**src/rtl/debug_run_controller_if.sv**
```systemverilog
// Command, register-read and transmit signals between the debug run
// controller (master) and the core/host environment (slave).
interface debug_run_controller_if #(
    parameter int DATA_W = 32
) ();
    logic              Cmd_Valid;
    logic [2:0]        Cmd_Code;
    logic              Cmd_Ready;
    logic              Halt_Detected;
    logic              Pipe_Enable;
    logic              Dbg_RegSel;
    logic [4:0]        Dbg_RegAddr;
    logic [DATA_W-1:0] Reg_Data;
    logic [DATA_W-1:0] Tx_Data;
    logic              Tx_Valid;
    logic              Tx_Ready;
    logic              Halted;
    logic [31:0]       Cycle_Count;

    // Controller side
    modport master (
        input  Cmd_Valid, Cmd_Code, Halt_Detected, Reg_Data, Tx_Ready,
        output Cmd_Ready, Pipe_Enable, Dbg_RegSel, Dbg_RegAddr,
               Tx_Data, Tx_Valid, Halted, Cycle_Count
    );

    // Core / host side
    modport slave (
        output Cmd_Valid, Cmd_Code, Halt_Detected, Reg_Data, Tx_Ready,
        input  Cmd_Ready, Pipe_Enable, Dbg_RegSel, Dbg_RegAddr,
               Tx_Data, Tx_Valid, Halted, Cycle_Count
    );
endinterface

```
**src/rtl/debug_run_controller.sv**
```systemverilog
// Debug sequencer for the pipelined MIPS core: gates pipeline advance for
// run/step/halt, and streams all registers plus the cycle counter to the
// transmitter by borrowing the register-file rs read port.
module debug_run_controller #(
    parameter int NUM_REGS = 32,
    parameter int DATA_W   = 32
) (
    input  logic Clock,
    input  logic Reset,
    debug_run_controller_if.master bus
);
    localparam logic [2:0] CMD_RUN  = 3'b001;
    localparam logic [2:0] CMD_STEP = 3'b010;
    localparam logic [2:0] CMD_HALT = 3'b011;
    localparam logic [2:0] CMD_DUMP = 3'b100;
    localparam logic [4:0] LAST_IDX = 5'(NUM_REGS - 1);

    typedef enum logic [2:0] {
        IDLE, RUN, STEP, HALTED, DUMP_READ, DUMP_SEND, DUMP_CNT
    } stateT;

    stateT             stateReg;
    stateT             retReg;
    logic [4:0]        idxReg;
    logic [DATA_W-1:0] txDataReg;
    logic              txValidReg;
    logic [31:0]       cycleCountReg;

    logic pipeEnable;
    logic cmdReady;
    logic cmdAccept;
    logic inDump;

    // Pipeline gating must react to Halt_Detected in the same cycle, so it
    // is decoded combinationally from the state register.
    always_comb begin
        pipeEnable = ((stateReg == RUN) || (stateReg == STEP)) && !bus.Halt_Detected;
        cmdReady   = (stateReg == IDLE) || (stateReg == RUN) || (stateReg == HALTED);
        cmdAccept  = bus.Cmd_Valid && cmdReady;
        inDump     = (stateReg == DUMP_READ) || (stateReg == DUMP_SEND) || (stateReg == DUMP_CNT);
    end

    // Sequencer, dump engine and cycle counter.
    always_ff @(posedge Clock or posedge Reset) begin
        if (Reset) begin
            stateReg      <= IDLE;
            retReg        <= IDLE;
            idxReg        <= '0;
            txDataReg     <= '0;
            txValidReg    <= 1'b0;
            cycleCountReg <= '0;
        end else begin
            if (pipeEnable) begin
                cycleCountReg <= cycleCountReg + 32'd1;
            end
            case (stateReg)
                IDLE: begin
                    if (cmdAccept) begin
                        case (bus.Cmd_Code)
                            CMD_RUN:  stateReg <= RUN;
                            CMD_STEP: stateReg <= STEP;
                            CMD_DUMP: begin
                                stateReg <= DUMP_READ;
                                retReg   <= IDLE;
                            end
                            default: ;
                        endcase
                    end
                end
                RUN: begin
                    // A halt reaching write-back wins over a HALT command.
                    if (bus.Halt_Detected) begin
                        stateReg <= HALTED;
                    end else if (cmdAccept && (bus.Cmd_Code == CMD_HALT)) begin
                        stateReg <= IDLE;
                    end
                end
                STEP: begin
                    stateReg <= bus.Halt_Detected ? HALTED : IDLE;
                end
                HALTED: begin
                    if (cmdAccept && (bus.Cmd_Code == CMD_DUMP)) begin
                        stateReg <= DUMP_READ;
                        retReg   <= HALTED;
                    end
                end
                DUMP_READ: begin
                    txDataReg  <= bus.Reg_Data;
                    txValidReg <= 1'b1;
                    stateReg   <= DUMP_SEND;
                end
                DUMP_SEND: begin
                    if (bus.Tx_Ready) begin
                        if (idxReg == LAST_IDX) begin
                            // Counter word follows the last register back to back.
                            txDataReg  <= DATA_W'(cycleCountReg);
                            txValidReg <= 1'b1;
                            stateReg   <= DUMP_CNT;
                        end else begin
                            txValidReg <= 1'b0;
                            idxReg     <= idxReg + 5'd1;
                            stateReg   <= DUMP_READ;
                        end
                    end
                end
                DUMP_CNT: begin
                    if (bus.Tx_Ready) begin
                        txValidReg <= 1'b0;
                        idxReg     <= '0;
                        stateReg   <= retReg;
                    end
                end
                default: stateReg <= IDLE;
            endcase
        end
    end

    assign bus.Pipe_Enable = pipeEnable;
    assign bus.Cmd_Ready   = cmdReady;
    assign bus.Dbg_RegSel  = (stateReg == DUMP_READ) || (stateReg == DUMP_SEND);
    assign bus.Dbg_RegAddr = idxReg;
    assign bus.Tx_Data     = txDataReg;
    assign bus.Tx_Valid    = txValidReg;
    assign bus.Halted      = (stateReg == HALTED) || (inDump && (retReg == HALTED));
    assign bus.Cycle_Count = cycleCountReg;

endmodule

```
**src/flat_wrapper.sv**
```systemverilog
// flat-port wrapper written by rule: the top's interface ports become plain ports
module debug_run_controller_flat 
#(
    parameter int NUM_REGS = 32,
    parameter int DATA_W   = 32
)
  (Clock, Reset, bus_Cmd_Valid, bus_Cmd_Code, bus_Halt_Detected, bus_Reg_Data, bus_Tx_Ready, bus_Cmd_Ready, bus_Pipe_Enable, bus_Dbg_RegSel, bus_Dbg_RegAddr, bus_Tx_Data, bus_Tx_Valid, bus_Halted, bus_Cycle_Count);
  debug_run_controller_if #(.DATA_W(DATA_W)) bus_i ();
  input  logic Clock;
  input  logic Reset;
  input wire logic [$bits(bus_i.Cmd_Valid)-1:0] bus_Cmd_Valid;
  input wire logic [$bits(bus_i.Cmd_Code)-1:0] bus_Cmd_Code;
  input wire logic [$bits(bus_i.Halt_Detected)-1:0] bus_Halt_Detected;
  input wire logic [$bits(bus_i.Reg_Data)-1:0] bus_Reg_Data;
  input wire logic [$bits(bus_i.Tx_Ready)-1:0] bus_Tx_Ready;
  output wire logic [$bits(bus_i.Cmd_Ready)-1:0] bus_Cmd_Ready;
  output wire logic [$bits(bus_i.Pipe_Enable)-1:0] bus_Pipe_Enable;
  output wire logic [$bits(bus_i.Dbg_RegSel)-1:0] bus_Dbg_RegSel;
  output wire logic [$bits(bus_i.Dbg_RegAddr)-1:0] bus_Dbg_RegAddr;
  output wire logic [$bits(bus_i.Tx_Data)-1:0] bus_Tx_Data;
  output wire logic [$bits(bus_i.Tx_Valid)-1:0] bus_Tx_Valid;
  output wire logic [$bits(bus_i.Halted)-1:0] bus_Halted;
  output wire logic [$bits(bus_i.Cycle_Count)-1:0] bus_Cycle_Count;
  assign bus_i.Cmd_Valid = bus_Cmd_Valid;
  assign bus_i.Cmd_Code = bus_Cmd_Code;
  assign bus_i.Halt_Detected = bus_Halt_Detected;
  assign bus_i.Reg_Data = bus_Reg_Data;
  assign bus_i.Tx_Ready = bus_Tx_Ready;
  assign bus_Cmd_Ready = bus_i.Cmd_Ready;
  assign bus_Pipe_Enable = bus_i.Pipe_Enable;
  assign bus_Dbg_RegSel = bus_i.Dbg_RegSel;
  assign bus_Dbg_RegAddr = bus_i.Dbg_RegAddr;
  assign bus_Tx_Data = bus_i.Tx_Data;
  assign bus_Tx_Valid = bus_i.Tx_Valid;
  assign bus_Halted = bus_i.Halted;
  assign bus_Cycle_Count = bus_i.Cycle_Count;
  debug_run_controller #(.NUM_REGS(NUM_REGS), .DATA_W(DATA_W)) u_core (.Clock(Clock), .Reset(Reset), .bus(bus_i));
endmodule
```
**config.mk**
```make
export PLATFORM = sky130hd
export DESIGN_NAME = debug_run_controller_flat
export DESIGN_NICKNAME = d
export VERILOG_FILES = /design/src/rtl/debug_run_controller_if.sv /design/src/rtl/debug_run_controller.sv /design/src/flat_wrapper.sv
export SDC_FILE = /design/constraint.sdc
export NUM_CORES = 1
export LEC_CHECK = 0
export ABC_AREA = 1
export CORE_ASPECT_RATIO = 0.6
export CORE_MARGIN = 2
export CORE_UTILIZATION = 50
export CTS_CLUSTER_DIAMETER = 80
export DETAILED_ROUTE_END_ITERATION = 8
export DONT_BUFFER_PORTS = 1
export PLACE_DENSITY_LB_ADDON = 0.2
export SLEW_MARGIN = 20
export SYNTH_ARGS = -nofsm -noshare
export SYNTH_HDL_FRONTEND = slang
export SYNTH_SLANG_ARGS = --single-unit
```
**constraint.sdc**
```tcl
create_clock -name Clock -period 3.64 [get_ports Clock]
set_clock_uncertainty 0.2 [all_clocks]
set_input_delay 0.728 -clock Clock [delete_from_list [all_inputs] [get_ports Clock]]
set_output_delay 0.728 -clock Clock [all_outputs]
set_load 0.005 [all_outputs]
```
==> flow_summary.json, run 1 <==
{
  "dpl.hpwl_um": 8090,
  "io_buffers": 0,
  "fmax_mhz": 421,
  "viasPerCell": 5.32,
  "grt_pass1_wl_um": 17500,
  "synth_area_leaders": "dfrtp_1, nand2_1, inv_1, nor2_1, o21ai_0",
  "yosysUniqueCellTypes": 30,
  "setup_slack_ns": 1.27,
  "hold_viol_final": 0,
  "critPathMaxFanout": 33,
  "cts_hold_buf": 0,
  "ant_nets": 0,
  "synth_area_um2": 4170,
  "yosys.area.top_type_share": 0.444,
  "io_pins": 114,
  "die_w_um": 122,
  "numCtsBuffers": 9,
  "drive_gt1_frac": 0.0682,
  "period_share": 0.652,
  "synth_nets": 637,
  "first_pass_iters": 5,
  "period_needed_ns": 2.37,
  "setup_violations": 0,
  "cp.arrival_ns": 2.41,
  "routabilityCongestion": 0.916,
  "antenna_found_initial": 0,
  "drt_wl_total_um": 11100,
  "synth-seq-cells": 74,
  "status": "finished, final reports clean",
  "cts_tree": "done",
  "maxSlewHeadroom": 0.450,
  "grt_pass1_vias": 3447,
  "root_buffer": "clkbuf_16",
  "die_h_um": 74.8,
  "drt_iter0_markers": 223,
  "path_clk_slew_ns": 0.06,
  "cts.path.max_buffers": 2,
  "r2r_slack_ns": 1.27,
  "area_growth_pct": 9.14,
  "cts.sinks": 74,
  "setup_tns_ns": 0,
  "post-place-ws_ns": 1.27,
  "max-cap-violations": 0,
  "r2r-start": "u_core.bus.Dbg_RegAddr[0]$_DFFE_PP0P_",
  "grt_use_total": 0.254,
  "worst_setup_path_start_kind": "flip-flop",
  "cp_data_required_time_ns": 3.67,
  "clock_latency_ns": 0.35,
  "start_util": 0.523,
  "rr_endpoint": "u_core.bus.Tx_Data[0]$_DFFE_PP0P_",
  "die_area_um2": 9120,
  "synth_area_per_cell_um2": 7.03,
  "power_leakage_nw": 2.43,
  "synthCells": 594,
  "coreArea_um2": 7980,
  "seq_area_frac_synth": 0.444,
  "power.density_nw_per_um2": 644,
  "n_antenna_cell": 0,
  "drc": 0,
  "vias": 3771,
  "slew_viol_final": 0,
  "tightest_slew_ns": 0.825,
  "routedWlPerCell_um": 15.7,
  "rows": 25,
  "layout_common_cells": "nand2_1, dfrtp_1, inv_1",
  "path_class": "reg -> reg",
  "gr-total-overflow": 0,
  "final_common_cell": "nand2_1",
  "ir_drop_mv": 0.264,
  "nets": 639,
  "cp-end-kind": "flip-flop",
  "hold_class": "in -> async",
  "rsz0062_at_grt": "no",
  "post_cts_buffers": 0,
  "ys_warn_count": 0,
  "grt_max_degree": 55,
  "synth_largest_area_cell": "dfrtp_1",
  "nFillCells": 766,
  "htreeDepth": 3,
  "cts_resized": 0,
  "r2r_cells": 9
}
[critical path, stage by stage, from the launching register on]
cell     delay (ns)
dfrtp_1        0.44
ha_1           0.26
and3_1         0.19
ha_1           0.17
nand2_1        0.11
nand2_2        0.12
nand2_4        0.35
inv_4          0.24
nand2_1        0.12
nand2_1        0.06
[cells by family (layout without fill, tap and decap cells)]
| kind of cell | Yosys count | after routing | share of synthesized area |
|---|---|---|---|
| flip-flops | 74 | 74 | 0.444 |
| AO/OA/AOI/OAI | 38 | 38 | 0.0471 |
| adder cells (fa/ha/maj) | 3 | 3 | 0.00899 |
| buffers and inverters | 72 | 79 | 0.0752 |
| multiplexers | 1 | 1 | 0.00240 |
| AND/OR/NAND/NOR | 388 | 388 | 0.385 |
| XOR/XNOR | 18 | 18 | 0.0378 |
[synth_stat cells]
library cell / count
a21oi_1: 2
a21oi_2: 1
and2_1: 1
and3_1: 1
buf_4: 5
buf_6: 3
clkbuf_1: 6
dfrtp_1: 74
ha_1: 3
inv_1: 54
inv_2: 3
inv_4: 1
mux2i_1: 1
nand2_1: 278
nand2_2: 3
nand2_4: 1
nand3_1: 31
nand4_1: 13
nor2_1: 49
nor2_2: 3
nor2_4: 3
nor3_1: 1
nor3_2: 2
nor3_4: 1
o211ai_1: 1
o21ai_0: 33
o21ai_1: 1
or2_2: 1
xnor2_1: 4
xor2_1: 14
[registers in the layout, summed over array words and instances, names as in the netlist]
register and count:
u_core.bus.Cycle_Count 32, u_core.bus.Dbg_RegAddr 5, u_core.bus.Tx_Data 32, u_core.bus.Tx_Valid 1, u_core.retReg 1, u_core.stateReg 3
[layer usage]
metal / vias to the layer above / wire length, um / share of wire / global-route usage
met5: - / 0 / 0 / 0
met2: 161 / 4270 / 0.38 / 0.345
li1: 1852 / - / - / -
met3: 13 / 1380 / 0.12 / 0.114
met4: 0 / 149 / 0.013 / 0.0894
met1: 1745 / 5300 / 0.48 / 0.358
[through the flow]
stage           util  cells  power [mW]  cell area [um^2]  hold slack, ns
2_1_floorplan      -    594        1.85              4170           0.272
3_5_place_dp   0.533    693        2.03              4250           0.297
4_1_cts        0.571    709        2.95              4560           0.221
6_report       0.571    709        2.93              4560           0.190
5_1_grt        0.571    709        3.13              4560           0.260
3_3_place_gp   0.533    693        2.01              4250           0.292
[how the worst max path moves through the flow]
stage                                          start                                     to  slack [ns]  depth (start not counted)
5_1_grt        u_core.bus.Dbg_RegAddr[0]$_DFFE_PP0P_     u_core.bus.Tx_Data[13]$_DFFE_PP0P_        1.08                          9
3_3_place_gp          u_core.stateReg[1]$_DFFE_PP0P_      u_core.bus.Tx_Data[4]$_DFFE_PP0P_        1.40                         10
4_1_cts        u_core.bus.Dbg_RegAddr[0]$_DFFE_PP0P_      u_core.bus.Tx_Data[0]$_DFFE_PP0P_        1.27                          9
6_report       u_core.bus.Dbg_RegAddr[0]$_DFFE_PP0P_      u_core.bus.Tx_Data[0]$_DFFE_PP0P_        1.27                          9
3_5_place_dp   u_core.bus.Dbg_RegAddr[0]$_DFFE_PP0P_      u_core.bus.Tx_Data[0]$_DFFE_PP0P_        1.27                          9
2_1_floorplan                                  Reset  u_core.bus.Cycle_Count[0]$_DFFE_PP0P_        0.83                          1
[report_power, final]
part	leakage (nW)	switching [mW]	internal (mW)
logic	1.37	0.484	0.235
clock network	0.142	0.374	0.535
registers	0.918	0.249	1.05
[area by class of cell]
cell class | instances | area (um^2) | area share
clock buffers | 9 | 225 | 0.0494
clock inverters | 7 | 76.3 | 0.0168
inverters | 58 | 221 | 0.0486
multi-input cells | 448 | 2010 | 0.441
flip-flops and latches | 74 | 1850 | 0.406
well taps | 108 | 135 | 0.0297
repair buffers | 5 | 37.5 | 0.00824
Note: power is estimated with default switching activity, not from simulation.
==> inputs of run 2 (changes only) <==
Clock period 3.64 ns to 1.9 ns, I/O delays scaled along.
==> flow_summary.json, run 2 (synthesis gave the netlist of run 1 again) <==
{
  "final_area_um2": 5110,
  "cp-end-kind": "primary output",
  "drt_wl_total_um": 12100,
  "htreeDepth": 3,
  "ant_nets": 0,
  "first_pass_iters": 5,
  "cts.path.max_buffers": 2,
  "post-place-ws_ns": -0.0460,
  "fmax_mhz": 529,
  "gr-total-overflow": 0,
  "path_clk_slew_ns": 0.06,
  "cts_tree": "done",
  "cp_data_required_time_ns": 1.32,
  "hold_viol_final": 0,
  "tightest_slew_ns": 0.417,
  "power_leakage_nw": 2.72,
  "die_h_um": 74.8,
  "vias": 3937,
  "coreArea_um2": 7980,
  "die_area_um2": 9120,
  "setup_slack_ns": 0.00886,
  "worst_path_largest_cell_delay_ns": 0.42,
  "cts.sinks": 74,
  "worst_setup_path_start_kind": "flip-flop",
  "power.density_nw_per_um2": 1200,
  "status": "finished, final reports clean",
  "nets": 684,
  "slew_viol_final": 0,
  "place_area_um2": 4530,
  "period_needed_ns": 1.89,
  "critPathMaxFanout": 3,
  "rows": 25,
  "area_growth_pct": 22.4,
  "io_buffers": 0,
  "drc": 0,
  "routedWlPerCell_um": 16.0,
  "grt_pass1_vias": 3553,
  "n_antenna_cell": 0,
  "path_cells": "buf_4, buf_4, a21oi_4, nand2_1, nand2_1",
  "grt_max_degree": 75,
  "path_class": "reg -> out",
  "finish.utilization": 0.640,
  "layout_common_cells": "nand2_1, dfrtp_1, inv_1",
  "die_w_um": 122,
  "numCtsBuffers": 9,
  "drt_iter0_markers": 279,
  "grt_use_total": 0.266,
  "slowest_stage": "dfrtp_2",
  "setup_violations": 0,
  "drive_gt1_frac": 0.164,
  "rsz0062_at_grt": "yes",
  "period_share": 0.995,
  "nFillCells": 707,
  "viasPerCell": 5.22,
  "ir_drop_mv": 0.604,
  "maxSlewHeadroom": 0.722,
  "root_buffer": "clkbuf_16",
  "final_common_cell": "nand2_1",
  "finalPower_mw": 6.12,
  "start_util": 0.523,
  "grt_pass1_wl_um": 18400,
  "path_buf_inv": 2,
  "hold_class": "in -> reg",
  "dpl.hpwl_um": 8290,
  "cp.arrival_ns": 1.31,
  "io_pins": 114,
  "antenna_found_initial": 0,
  "routabilityCongestion": 0.936,
  "clock_latency_ns": 0.34,
  "crit_family": "flip-flops",
  "max-cap-violations": 0
}
## run 2: cell count changes in the layout (fill, tap and decap cells not counted), sizes merged, moves of 2 or more
cell,before,now
clkinv,3,5
inv,59,57
clkbuf,9,13
buf,5,46
## run 2: final cells by class
class                   instances  area (um^2)  share of cell area
clock buffers                  11          253              0.0495
clock inverters                 5         28.8             0.00563
inverters                      58          234              0.0458
multi-input cells             449         2150               0.421
flip-flops and latches         74         1850               0.363
well taps                     108          135              0.0265
repair buffers                 49          454              0.0889
## run 2: metal layers
layer | vias to the layer above | GRT usage | share of wire
met5 | - | 0 | 0
met4 | 0 | 0.0613 | 0.0082
met3 | 9 | 0.0947 | 0.10
met2 | 167 | 0.372 | 0.40
met1 | 1827 | 0.395 | 0.49
li1 | 1934 | - | -
## run 2: metrics by stage
step / TNS (ns) / hold WS [ns] / instances
4_1_cts: -0.0112 / 0.0370 / 748
3_5_place_dp: -0.345 / 0.202 / 726
3_3_place_gp: 0 / 0.199 / 726
6_report: 0 / 0.0436 / 754
2_1_floorplan: 0 / 0.272 / 594
5_1_grt: -0.250 / 0.0723 / 754
## run 2: worst reg2reg max path: stages, from the launching register on
cell	delay (ns)
dfrtp_2	0.42
buf_4	0.15
buf_4	0.14
a21oi_4	0.13
inv_2	0.05
a21oi_4	0.19
nand2_8	0.14
clkbuf_16	0.21
nand2_1	0.06
nand2_1	0.05
## run 2: worst paths after layout
kind | from | end | slack (ns) | depth (start not counted)
max reg2reg | u_core.stateReg[1]$_DFFE_PP0P_ | u_core.bus.Tx_Data[21]$_DFFE_PP0P_ | 0.04 | 9
min reg2reg | u_core.bus.Tx_Data[9]$_DFFE_PP0P_ | u_core.bus.Tx_Data[9]$_DFFE_PP0P_ | 0.30 | 2
min | bus_Reg_Data[2] | u_core.bus.Tx_Data[2]$_DFFE_PP0P_ | 0.04 | 4
min in group asynchronous | Reset | u_core.bus.Tx_Data[4]$_DFFE_PP0P_ | 0.41 | 3
max | u_core.stateReg[1]$_DFFE_PP0P_ | bus_Halted | 0.009 | 5
max in group asynchronous | Reset | u_core.stateReg[1]$_DFFE_PP0P_ | 0.73 | 3
## run 2: repair_timing
action	in CTS	in global routing
hold buffers	1	0
pin swaps	0	8
gates cloned	1	3
setup buffers	4	3
gates resized for setup	14	26
hold endpoints to repair	74	0
endpoints found under the setup margin	34	51
## run 2: power breakdown
part / internal, mW / switching, mW
logic: 0.850 / 1.25
registers: 2.03 / 0.381
clock network: 0.948 / 0.668
==> inputs of run 3 (changes only) <==
Settings changed: PLACE_DENSITY set to 0.7, PLACE_DENSITY_LB_ADDON 0.2 to not set.
==> flow_summary.json, run 3 (synthesis gave the netlist of run 1 again) <==
{
  "status": "finished, final reports clean",
  "place_area_um2": 4480,
  "n_antenna_cell": 0,
  "nets": 687,
  "post-place-ws_ns": -0.0486,
  "period_needed_ns": 1.89,
  "first_pass_iters": 4,
  "fmax_mhz": 530,
  "routedWlPerCell_um": 16.5,
  "vias": 4018,
  "dp.cells": 720,
  "cp_data_required_time_ns": 1.98,
  "cp-end-kind": "flip-flop",
  "setup_slack_ns": 0.0147,
  "final_common_cell": "nand2_1",
  "ant_nets": 0,
  "routabilityCongestion": 0.883,
  "cts_tree": "done",
  "grt_max_degree": 75,
  "period_share": 0.992,
  "final_area_um2": 5140,
  "path_class": "reg -> reg",
  "die_area_um2": 9120,
  "slowest_stage": "dfrtp_1",
  "worst_setup_path_start_kind": "flip-flop",
  "power_leakage_nw": 2.72,
  "area_growth_pct": 23.2,
  "finish.utilization": 0.645,
  "io_pins": 114,
  "r2r_cells": 9,
  "start_util": 0.523,
  "path_clk_slew_ns": 0.06,
  "io_buffers": 0,
  "slew_viol_final": 0,
  "ir_drop_mv": 0.646,
  "finalPower_mw": 6.22,
  "critPathMostFrequentCell": "nand2_1",
  "r2r-start": "u_core.bus.Dbg_RegAddr[0]$_DFFE_PP0P_",
  "timing.hold.ws_ns": 0.0341,
  "rows": 25,
  "hold_class": "in -> reg",
  "grt_use_total": 0.273,
  "cts.path.max_buffers": 2,
  "drc": 0,
  "crit_family": "simple AND/OR/NAND/NOR gates",
  "r2r_slack_ns": 0.01,
  "numCtsBuffers": 9,
  "final_cells": 756,
  "power.density_nw_per_um2": 1210,
  "worstHoldStart": "bus_Reg_Data[4]",
  "grt_pass1_vias": 3712,
  "max-cap-violations": 0,
  "setup_violations": 0,
  "clock_latency_ns": 0.34,
  "die_h_um": 74.8,
  "path_buf_inv": 1,
  "path_cells": "ha_2, and3_4, ha_4, nand2_2, nand2_4, nand2_8, clkbuf_16, nand2_1, nand2_1",
  "hold_depth": 4,
  "maxSlewHeadroom": 0.726,
  "tightest_slew_ns": 0.412,
  "antenna_found_initial": 0,
  "coreArea_um2": 7980,
  "die_w_um": 122,
  "htreeDepth": 3,
  "gr-total-overflow": 0,
  "setup_tns_ns": 0,
  "root_buffer": "clkbuf_16",
  "cp.arrival_ns": 1.96,
  "drive_gt1_frac": 0.173,
  "worst_path_largest_cell_delay_ns": 0.38,
  "drt_iter0_markers": 286,
  "rr_endpoint": "u_core.bus.Tx_Data[24]$_DFFE_PP0P_",
  "dpl.hpwl_um": 8300,
  "critPathMaxFanout": 8,
  "rsz0062_at_grt": "yes",
  "grt_pass1_wl_um": 18900,
  "drt_wl_total_um": 12400,
  "min_to": "u_core.bus.Tx_Data[4]$_DFFE_PP0P_",
  "layout_common_cells": "nand2_1, dfrtp_1, inv_1",
  "cts.sinks": 74,
  "viasPerCell": 5.31,
  "hold_viol_final": 0
}
run 3: layer usage:
| layer | up-vias | track usage | part of all wire | wire length (um) |
|---|---|---|---|---|
| met4 | 0 | 0.0754 | 0.0082 | 102 |
| met2 | 187 | 0.394 | 0.42 | 5200 |
| li1 | 1939 | - | - | - |
| met3 | 11 | 0.0848 | 0.10 | 1280 |
| met5 | - | 0 | 0 | 0 |
| met1 | 1881 | 0.399 | 0.47 | 5870 |
run 3: worst max-delay path by stage:
stage                                          startpoint                               endpoint  slack, ns  cells past startpoint
global route        u_core.bus.Dbg_RegAddr[0]$_DFFE_PP0P_     u_core.bus.Tx_Data[24]$_DFFE_PP0P_      -0.04                      9
global placement    u_core.bus.Dbg_RegAddr[0]$_DFFE_PP0P_  u_core.bus.Dbg_RegAddr[2]$_DFFE_PP0P_       0.06                      9
CTS                        u_core.stateReg[1]$_DFFE_PP0P_                             bus_Halted       0.01                      5
finish              u_core.bus.Dbg_RegAddr[0]$_DFFE_PP0P_     u_core.bus.Tx_Data[24]$_DFFE_PP0P_       0.01                      9
detailed placement  u_core.bus.Dbg_RegAddr[0]$_DFFE_PP0P_     u_core.bus.Tx_Data[14]$_DFFE_PP0P_      -0.05                      9
floorplan           u_core.bus.Dbg_RegAddr[0]$_DFFE_PP0P_      u_core.bus.Tx_Data[0]$_DFFE_PP0P_       0.05                     10
run 3: layout make-up:
class | instances | area (um^2)
clock inverter | 4 | 26.3
tap | 108 | 135
clock buffer | 11 | 253
inverter | 58 | 238
timing repair buffer | 53 | 492
fill | 730 | 2830
sequential | 74 | 1860
multi-input combinational | 448 | 2140
run 3: what timing repair did:
action | in CTS | in global routing
setup endpoints to repair | 33 | 55
pin swaps | 3 | 6
cloned | 3 | 1
hold buffers | 1 | 0
resized for setup | 20 | 27
buffers inserted | 10 | 7
endpoints found under the hold margin | 74 | 0
run 3: tightest hold or removal path, stage by stage:
cell     delay (ns)
nand2_1        0.03
nand2_1        0.05
nand2_1        0.04
nand2_1        0.04
run 3: report_power, final:
part	internal, mW	total [mW]	switching (mW)
Sequential	2.03	2.43	0.398
Clock	0.947	1.62	0.671
Combinational	0.889	2.18	1.29
